**config.mk**
```make
export PLATFORM = sky130hd
export DESIGN_NAME = cpu_ctrl_fsm_flat
export DESIGN_NICKNAME = d
export VERILOG_FILES = /design/src/rtl/cpu_ctrl_fsm_if.sv /design/src/rtl/cpu_ctrl_fsm.sv /design/src/flat_wrapper.sv
export SDC_FILE = /design/constraint.sdc
export NUM_CORES = 1
export LEC_CHECK = 0
export CAP_MARGIN = 40
export CORE_ASPECT_RATIO = 1.2
export CORE_UTILIZATION = 40
export DETAILED_ROUTE_END_ITERATION = 12
export PLACE_DENSITY = 0.58
export RECOVER_POWER = 100
export SYNTH_ARGS = -nofsm -noshare
export SYNTH_HDL_FRONTEND = slang
export SYNTH_SLANG_ARGS = --single-unit
```
**constraint.sdc**
```tcl
create_clock -name clk -period 6.2 [get_ports clk]
set_input_delay 1.24 -clock clk [delete_from_list [all_inputs] [get_ports clk]]
set_output_delay 1.24 -clock clk [all_outputs]
set_load 0.01 [all_outputs]
```
**src/rtl/cpu_ctrl_fsm_if.sv**
```systemverilog
// cpu_ctrl_fsm_if: controller <-> instruction memory / register file bus.
interface cpu_ctrl_fsm_if #(parameter int PC_W = 8);
  logic [PC_W-1:0] imem_addr;
  logic [7:0]      imem_data;
  logic [7:0]      q1;
  logic [7:0]      q2;
  logic [1:0]      n1;
  logic [1:0]      n2;
  logic [1:0]      nd;
  logic [7:0]      di;
  logic            reg_we;
  modport master (output imem_addr, n1, n2, nd, di, reg_we, input imem_data, q1, q2);
  modport slave  (input imem_addr, n1, n2, nd, di, reg_we, output imem_data, q1, q2);
endinterface

```
**src/rtl/cpu_ctrl_fsm.sv**
```systemverilog
// cpu_ctrl_fsm: multi-cycle fetch/decode/execute controller with an 8-bit ALU,
// driving a 4x8 register file and an instruction memory.
module cpu_ctrl_fsm #(
  parameter int              PC_W     = 8,
  parameter logic [PC_W-1:0] RESET_PC = '0
) (
  input  logic           clk,
  input  logic           rst_n,
  input  logic           start_i,
  cpu_ctrl_fsm_if.master bus,
  output logic           busy_o,
  output logic           halted_o,
  output logic           zflag_o,
  output logic           cflag_o
);
  typedef enum logic [2:0] {IDLE, FETCH, DECODE, IMM, EXEC, WB, HALT} state_t;
  localparam logic [3:0] OP_ADD = 4'h1, OP_SUB = 4'h2, OP_AND = 4'h3, OP_OR = 4'h4,
                         OP_MOV = 4'h5, OP_LDI = 4'h6, OP_JMP = 4'h7, OP_JZ = 4'h8,
                         OP_HALT = 4'hF;
  state_t          state_q, state_d;
  logic [PC_W-1:0] pc_q, pc_d, pc_inc;
  logic [7:0]      ir_q, ir_d, a_q, a_d, b_q, b_d, r_q, r_d;
  logic            z_q, z_d, c_q, c_d;
  logic [3:0]      op;
  logic [8:0]      sum;
  logic [7:0]      alu_r;
  logic            alu_c;
  assign op     = ir_q[7:4];
  assign pc_inc = pc_q + PC_W'(1);
  always_comb begin
    sum   = {1'b0, a_q} + {1'b0, b_q};
    alu_r = op == OP_ADD ? sum[7:0] :
            op == OP_SUB ? a_q - b_q :
            op == OP_AND ? a_q & b_q :
            op == OP_OR  ? a_q | b_q : b_q;
    alu_c = op == OP_ADD ? sum[8] : (op == OP_SUB) && (a_q < b_q);
  end
  always_comb begin
    state_d = state_q;
    pc_d    = pc_q;
    ir_d    = ir_q;
    a_d     = a_q;
    b_d     = b_q;
    r_d     = r_q;
    z_d     = z_q;
    c_d     = c_q;
    unique case (state_q)
      IDLE:   state_d = start_i ? FETCH : IDLE;
      FETCH: begin
        ir_d    = bus.imem_data;
        pc_d    = pc_inc;
        state_d = DECODE;
      end
      DECODE: begin
        a_d     = bus.q1;
        b_d     = bus.q2;
        state_d = op == OP_HALT ? HALT :
                  (op == OP_LDI || op == OP_JMP || op == OP_JZ) ? IMM :
                  (op >= OP_ADD && op <= OP_MOV) ? EXEC : FETCH;
      end
      IMM: begin
        pc_d = pc_inc;
        if (op == OP_LDI) begin
          r_d     = bus.imem_data;
          z_d     = bus.imem_data == 8'h00;
          state_d = WB;
        end else begin
          state_d = FETCH;
          // JMP always, JZ only when Z; the jump overrides the increment
          if (op == OP_JMP || (op == OP_JZ && z_q)) pc_d = bus.imem_data[PC_W-1:0];
        end
      end
      EXEC: begin
        r_d     = alu_r;
        z_d     = alu_r == 8'h00;
        c_d     = alu_c;
        state_d = WB;
      end
      WB:     state_d = FETCH;
      HALT:   state_d = HALT;
      default: state_d = IDLE;
    endcase
  end
  always_ff @(posedge clk or negedge rst_n) begin
    if (!rst_n) begin
      state_q <= IDLE;
      pc_q    <= RESET_PC;
      ir_q    <= '0;
      a_q     <= '0;
      b_q     <= '0;
      r_q     <= '0;
      z_q     <= 1'b0;
      c_q     <= 1'b0;
    end else begin
      state_q <= state_d;
      pc_q    <= pc_d;
      ir_q    <= ir_d;
      a_q     <= a_d;
      b_q     <= b_d;
      r_q     <= r_d;
      z_q     <= z_d;
      c_q     <= c_d;
    end
  end
  assign bus.imem_addr = pc_q;
  assign bus.n1        = ir_q[3:2];
  assign bus.n2        = ir_q[1:0];
  assign bus.nd        = ir_q[3:2];
  assign bus.di        = r_q;
  assign bus.reg_we    = state_q == WB;
  assign busy_o        = state_q != IDLE && state_q != HALT;
  assign halted_o      = state_q == HALT;
  assign zflag_o       = z_q;
  assign cflag_o       = c_q;
endmodule

```
**src/flat_wrapper.sv**
```systemverilog
// flat-port wrapper written by rule: the top's interface ports become plain ports
module cpu_ctrl_fsm_flat 
#(
  parameter int              PC_W     = 8,
  parameter logic [PC_W-1:0] RESET_PC = '0
)
  (clk, rst_n, start_i, busy_o, halted_o, zflag_o, cflag_o, bus_imem_addr, bus_n1, bus_n2, bus_nd, bus_di, bus_reg_we, bus_imem_data, bus_q1, bus_q2);
  cpu_ctrl_fsm_if #(.PC_W(PC_W)) bus_i ();
  input  logic clk;
  input  logic rst_n;
  input  logic start_i;
  output logic busy_o;
  output logic halted_o;
  output logic zflag_o;
  output logic cflag_o;
  output wire logic [$bits(bus_i.imem_addr)-1:0] bus_imem_addr;
  output wire logic [$bits(bus_i.n1)-1:0] bus_n1;
  output wire logic [$bits(bus_i.n2)-1:0] bus_n2;
  output wire logic [$bits(bus_i.nd)-1:0] bus_nd;
  output wire logic [$bits(bus_i.di)-1:0] bus_di;
  output wire logic [$bits(bus_i.reg_we)-1:0] bus_reg_we;
  input wire logic [$bits(bus_i.imem_data)-1:0] bus_imem_data;
  input wire logic [$bits(bus_i.q1)-1:0] bus_q1;
  input wire logic [$bits(bus_i.q2)-1:0] bus_q2;
  assign bus_imem_addr = bus_i.imem_addr;
  assign bus_n1 = bus_i.n1;
  assign bus_n2 = bus_i.n2;
  assign bus_nd = bus_i.nd;
  assign bus_di = bus_i.di;
  assign bus_reg_we = bus_i.reg_we;
  assign bus_i.imem_data = bus_imem_data;
  assign bus_i.q1 = bus_q1;
  assign bus_i.q2 = bus_q2;
  cpu_ctrl_fsm #(.PC_W(PC_W), .RESET_PC(RESET_PC)) u_core (.clk(clk), .rst_n(rst_n), .start_i(start_i), .bus(bus_i), .busy_o(busy_o), .halted_o(halted_o), .zflag_o(zflag_o), .cflag_o(cflag_o));
endmodule
```
==> flow_summary.ini <==
[clock_tree]
cts_num_sinks = 45
cts.clk_slew.worst_paths_ns = 0.10
cts_made_buffers = 5
cts_max_path_buffers = 2
htree_levels = 2
root_buffer = clkbuf_8
cts_hold_buffers = 0
clock_latency_ns = 0.31
cts_setup_buffers = 0
cts_tree = done
cts_resized = 0

[final_layout]
antenna-diode-count = 0
nets = 490
final_cell_mix = dfrtp_1 (45), o21ai_0 (33), dlygate4sd3_1 (30)
final_area_mm2 = 0.004151
syn2layout_area_growth_pct = 15.61
mostFrequentLayoutCell = dfrtp_1
fin_util = 0.4795
fill_cells = 873
drive_gt1_frac = 0.07551

[timing]
period_share = 0.5167
max_slew.worst_pin.slew_ns = 1.524
tns_ns = 0
rsz0062_at_grt = false
max-slew-margin-rel = -0.01595
whs_ns = 0.5146
fmax_mhz = 312.2
finalMaxSlewViolations = 29
fin_crit_ns = 3.203
finalSetupViolCount = 0
skew_ns = 0.008457
hold_viol_final = 0

[placed_design]
dp_hpwl_um = 7001
numPortBuffers = 53
place_area_mm2 = 0.004125
place.gp.congestion = 0.9177

[detailed_routing]
drtIter0Drc = 165
drt-total-wl_um = 9191
avgViaCountPerCell = 5.657
postRouteAntennaNets = 0
drt_pass1_iterations = 6
wire_per_inst_um = 16.59
num_vias = 3134
drc_errors = 0

[worst_setup_path]
max_stage_delay_ns = 0.61
start_kind = flop
crit_slowest_cell = dlygate4sd3_1
crit_required_ns = 4.96
cp_cell_sequence = inv_2 -> nor2_1 -> or3_1 -> dlygate4sd3_1
rrSetupSlack_ns = 3.25
cp.arrival_ns = 1.96
endpoint_kind = output pin
critPathKind = reg -> out
path_max_fanout = 8

[power_and_ir_drop]
cellPowerDensity_mw_per_mm2 = 579.5
ir_drop_mv = 0.2345
p_leak_nw = 1.767

[global_routing]
first_global_vias = 3016
track_usage = 0.2089
grt_max_degree = 31
overflow = 0
antenna_found_initial = 0
grt_pass1_wl_um = 15080

[floorplan]
start_util = 0.4148
die_w_um = 88.50
io_pins = 54
rows = 37
die_y_um = 105.8
dieArea_mm2 = 0.009362
core_area_mm2 = 0.008657

[synth]
synth_cells = 399
syn_nets = 453
syn_area_per_cell_um2 = 9.000
ys_types = 71
synthArstFlopShare = 1.000
yosys_warnings = 0
synth_seq_cells = 45
yosysSeqAreaShare = 0.3136
syn_area_mm2 = 0.003591
synth_edf_count = 0
synth-main-ff-cell = dfrtp_1

[flow_run]
max_cap_violations = 1

[outcome]
status = finished with violations
violations = max-capacitance violations, max-slew violations

[hold_path]
min-delay-path-class = reg -> reg
critical path: cells and delay by family (launching register included):
kind	cells	cell delay (ns)
buffers and inverters	2	0.75
DFF	1	0.48
and+or+nand+nor	2	0.43
report_power, final:
group / switching [mW] / internal, mW
Sequential: 0.176 / 0.439
Clock: 0.115 / 0.0815
Combinational: 0.905 / 0.690
cells by family (layout without fill, tap and decap cells):
family / after synthesis / after routing / synth area share
simple gates: 119 / 119 / 0.1843
flops: 45 / 45 / 0.3136
fa+ha+maj: 27 / 27 / 0.09826
buf+inv: 55 / 93 / 0.08536
compound gates: 133 / 133 / 0.2620
mux: 15 / 15 / 0.04425
xor+xnor: 5 / 5 / 0.01220
metal layers:
metal | global-route usage | part of all wire
met1 | 0.2581 | 0.42
met5 | 0 | 0
met3 | 0.03289 | 0.040
met2 | 0.3588 | 0.51
met4 | 0.07834 | 0.028
registers in the layout (all words and copies together) (netlist names):
register,cells
u_core.state_q,3
u_core.zflag_o,1
u_core.a_q,8
u_core.ir_q,8
u_core.cflag_o,1
u_core.b_q,8
u_core.bus.imem_addr,8
u_core.bus.di,8
synth_stat cells (all sizes together) (7+ instances only):
library cell,number,area share
mux2i,8,0.022
o21ai,38,0.053
nor2,29,0.031
buf,23,0.052
nand2,28,0.029
ha,25,0.087
a21oi,25,0.036
a22oi,9,0.019
nor2b,9,0.016
o221ai,8,0.020
mux2,7,0.022
nor3,7,0.016
nand3,16,0.026
and3,8,0.014
dfrtp,45,0.31
inv,27,0.028
stage by stage:
step	setup slack [ns]	cells	total power [mW]
5_1_grt	2.723	554	2.631
3_3_place_gp	3.466	543	2.252
3_5_place_dp	3.430	546	2.296
6_report	2.997	554	2.406
4_1_cts	3.074	554	2.500
2_1_floorplan	3.800	399	1.858
cell type report:
class | count | area [µm²] | share of cell area
Multi-Input combinational cell | 299 | 2122 | 0.5112
Sequential cell | 45 | 1126 | 0.2712
Timing Repair Buffer | 58 | 561.8 | 0.1353
Tap cell | 117 | 146.4 | 0.03526
Inverter | 27 | 101.3 | 0.02441
Clock buffer | 5 | 68.82 | 0.01658
Clock inverter | 3 | 25.02 | 0.006028
final timing paths:
check,startpoint,endpoint,cells past startpoint
max reg2reg,u_core.b_q[4],u_core.zflag_o,8
min reg2reg,u_core.bus.di[1],u_core.bus.di[1],2
max in group asynchronous,rst_n,u_core.cflag_o,2
max,u_core.state_q[2],busy_o,4
min,u_core.bus.di[1],u_core.bus.di[1],2
min in group asynchronous,rst_n,u_core.state_q[0],1
Note: power is estimated with default switching activity, not from simulation.
==> RTL edit: new RTL, same settings <==
Make the reset (`rst_n`) synchronous in one clocked block.
--- a/src/rtl/cpu_ctrl_fsm.sv
+++ b/src/rtl/cpu_ctrl_fsm.sv
@@ -81,7 +81,7 @@
       default: state_d = IDLE;
     endcase
   end
-  always_ff @(posedge clk or negedge rst_n) begin
+  always_ff @(posedge clk) begin
     if (!rst_n) begin
       state_q <= IDLE;
       pc_q    <= RESET_PC;
Check against the original RTL: differs if rst_n is asserted again (counterexample within 4 cycles, from zero or initial values and one cycle with rst_n low); with rst_n held inactive, the same outputs for 10 cycles.
==> RTL edit against the original RTL <==
- the flow still finishes with violations (capacitance limit, slew limit)
- setup slack got worse by 0.075 ns
- worst hold slack got worse by 0.023 ns
- sequential cell count unchanged
- die area increased by 0.48%
- register-to-register slack got worse by 0.33 ns
- area after synthesis increased by 0.49%
- sequential share of layout area decreased by 5.7 points
- cell area increased by 1.1%
- via count increased by 15%
- routed wire length increased by 14%
- critical path depth increased by 3
- first-iteration DRC count increased by 44%
- global-route usage increased by 2.7 points
- critical path type is now flip-flop to flip-flop
- highest routed layer unchanged
Power is left out: it rests on default switching activity, and per cell area and clock period it moved more than threefold.
==> RTL edit: results (changes against the original RTL) <==
status: "finished, violations left"  # unchanged
violations: "capacitance limit, slew limit"  # unchanged
hold_depth: 2  # unchanged
arrival_ns: 3.53  # was 1.96 ns
slew_violations: 35  # was 29
relSlewSlack_pct: -0.5910  # was -1.595%
seq_area_frac_synth_pct: 24.97  # was 31.36%
grt_pass1_wl_um: 17340  # was 15080 um
synth_common_cells: "nand2_1, a21oi_1, dfxtp_1"  # was dfrtp_1, o21ai_0, nand2_1, nor2_1, inv_1
post_cts_buffers: 0  # unchanged
dp.cells: 612  # was 546
syn_nets: 532  # was 453
cap_violations: 2  # was 1
routed_wl_um: 10480  # was 9191 um
crit_fanout: 16  # was 8
grt_max_degree: 38  # was 31
hold_ws_ns: 0.4914  # was 0.5146 ns
synthArstFlopShare_pct: 0  # was 100.0%
ys_warn_count: 0  # unchanged
fillers: 905  # was 873
io_buffers: 53  # unchanged
clk_pin_slew_ns: 0.09
place_congestion: 0.8512  # was 0.9177
antenna_cells: 0  # unchanged
netlist.top_cell.by_area: "dfxtp_1"  # was dfrtp_1
antenna_left: 0  # unchanged
r2r_setup_slack_ns: 2.92  # was 3.25 ns
nNetsFinal: 556  # was 490
cts_resized: 0  # unchanged
cts_buffers: 5  # unchanged
r2r_end: "u_core.bus.di[7]"  # was u_core.zflag_o
reg2reg_depth: 7  # was 8
antenna_found_initial: 0  # unchanged
syn_inst: 478  # was 399
clock_path_buffers: 2  # unchanged
grt_pass1_vias: 3397  # was 3016
insertion_delay_ns: 0.30
synth_top_area_share_pct: 24.97  # was 31.36%
drtIter0Drc: 237  # was 165
track_usage_pct: 23.59  # was 20.89%
worstReg2RegStart: "u_core.ir_q[7]"  # was u_core.b_q[4]
routed-via-count: 3597  # was 3134
synth_top_cells_by_area: "dfxtp_1, ha_1, nand2_1"  # was dfrtp_1, ha_1, o21ai_0
skew_ns: 0.01070  # was 0.008457 ns
hp-class: "flip-flop to flip-flop"  # unchanged
root_buffer: "clkbuf_8"  # unchanged
drt-pass1-iter-count: 4  # was 6
dp_hpwl_um: 7873  # was 7001 um
hold_path.startpoint: "u_core.a_q[0]"  # was u_core.bus.di[1]
htreeDepth: 2  # unchanged
drive_above_1_share_pct: 4.582  # was 7.551%
min_to: "u_core.a_q[0]"  # was u_core.bus.di[1]
fin_cells: 619  # was 554
synth.distinct_cells: 69  # was 71
## RTL edit: area by class of cell
| class | count | area [um2] | share of cell area [%] |
|---|---|---|---|
| clock buffers | 6 | 82.58 | 1.968 |
| clock inverters | 1 | 7.507 | 0.1789 |
| inverters | 24 | 90.09 | 2.147 |
| multi-input cells | 367 | 2396 | 57.11 |
| flip-flops and latches | 45 | 900.9 | 21.47 |
| well taps | 117 | 146.4 | 3.489 |
| repair buffers | 59 | 571.8 | 13.63 |
## RTL edit: kinds of logic after synthesis
group | Yosys count | synth area share, %
and+or+nand+nor | 177 | 25.03
AOI/OAI and AO/OA | 153 | 28.81
buffers and inverters | 66 | 8.599
DFF | 45 | 24.97
adders and majority gates | 27 | 9.778
muxes | 7 | 2.080
xor gates and xnor gates | 3 | 0.7283
## RTL edit: worst max path at each step
stage	endpoint	slack, ns	start	depth (start not counted)
2_1_floorplan	busy_o	3.87	u_core.state_q[1]	4
3_3_place_gp	u_core.zflag_o	3.46	rst_n	5
3_5_place_dp	u_core.zflag_o	3.37	rst_n	5
4_1_cts	halted_o	3.17	u_core.state_q[1]	2
5_1_grt	u_core.zflag_o	2.61	u_core.ir_q[7]	7
6_report	u_core.bus.di[7]	2.92	u_core.ir_q[7]	7
## RTL edit: critical path, cell delays in order (launching register included)
cell and delay (ns):
dfxtp_1 0.48, clkbuf_1 0.35, nor4b_1 1.30, o21ai_0 0.23
o41ai_1 0.16, a311oi_1 0.15, a22oi_1 0.36, o211a_1 0.18
## RTL edit: metal layers
metal | GRT usage [%] | up-vias | share of wire [%]
li1 | - | 1771 | -
met1 | 31.05 | 1700 | 45
met2 | 40.16 | 108 | 50
met3 | 2.717 | 18 | 3.6
met4 | 6.452 | 0 | 2.0
met5 | 0 | - | 0
## RTL edit: through the flow
step	instance area (um2)	setup slack [ns]
final	4195	2.921
after global routing	4195	2.613
after CTS	4213	3.166
after detailed placement	4123	3.374
after global placement	4100	3.456
after floorplan	3608	3.868
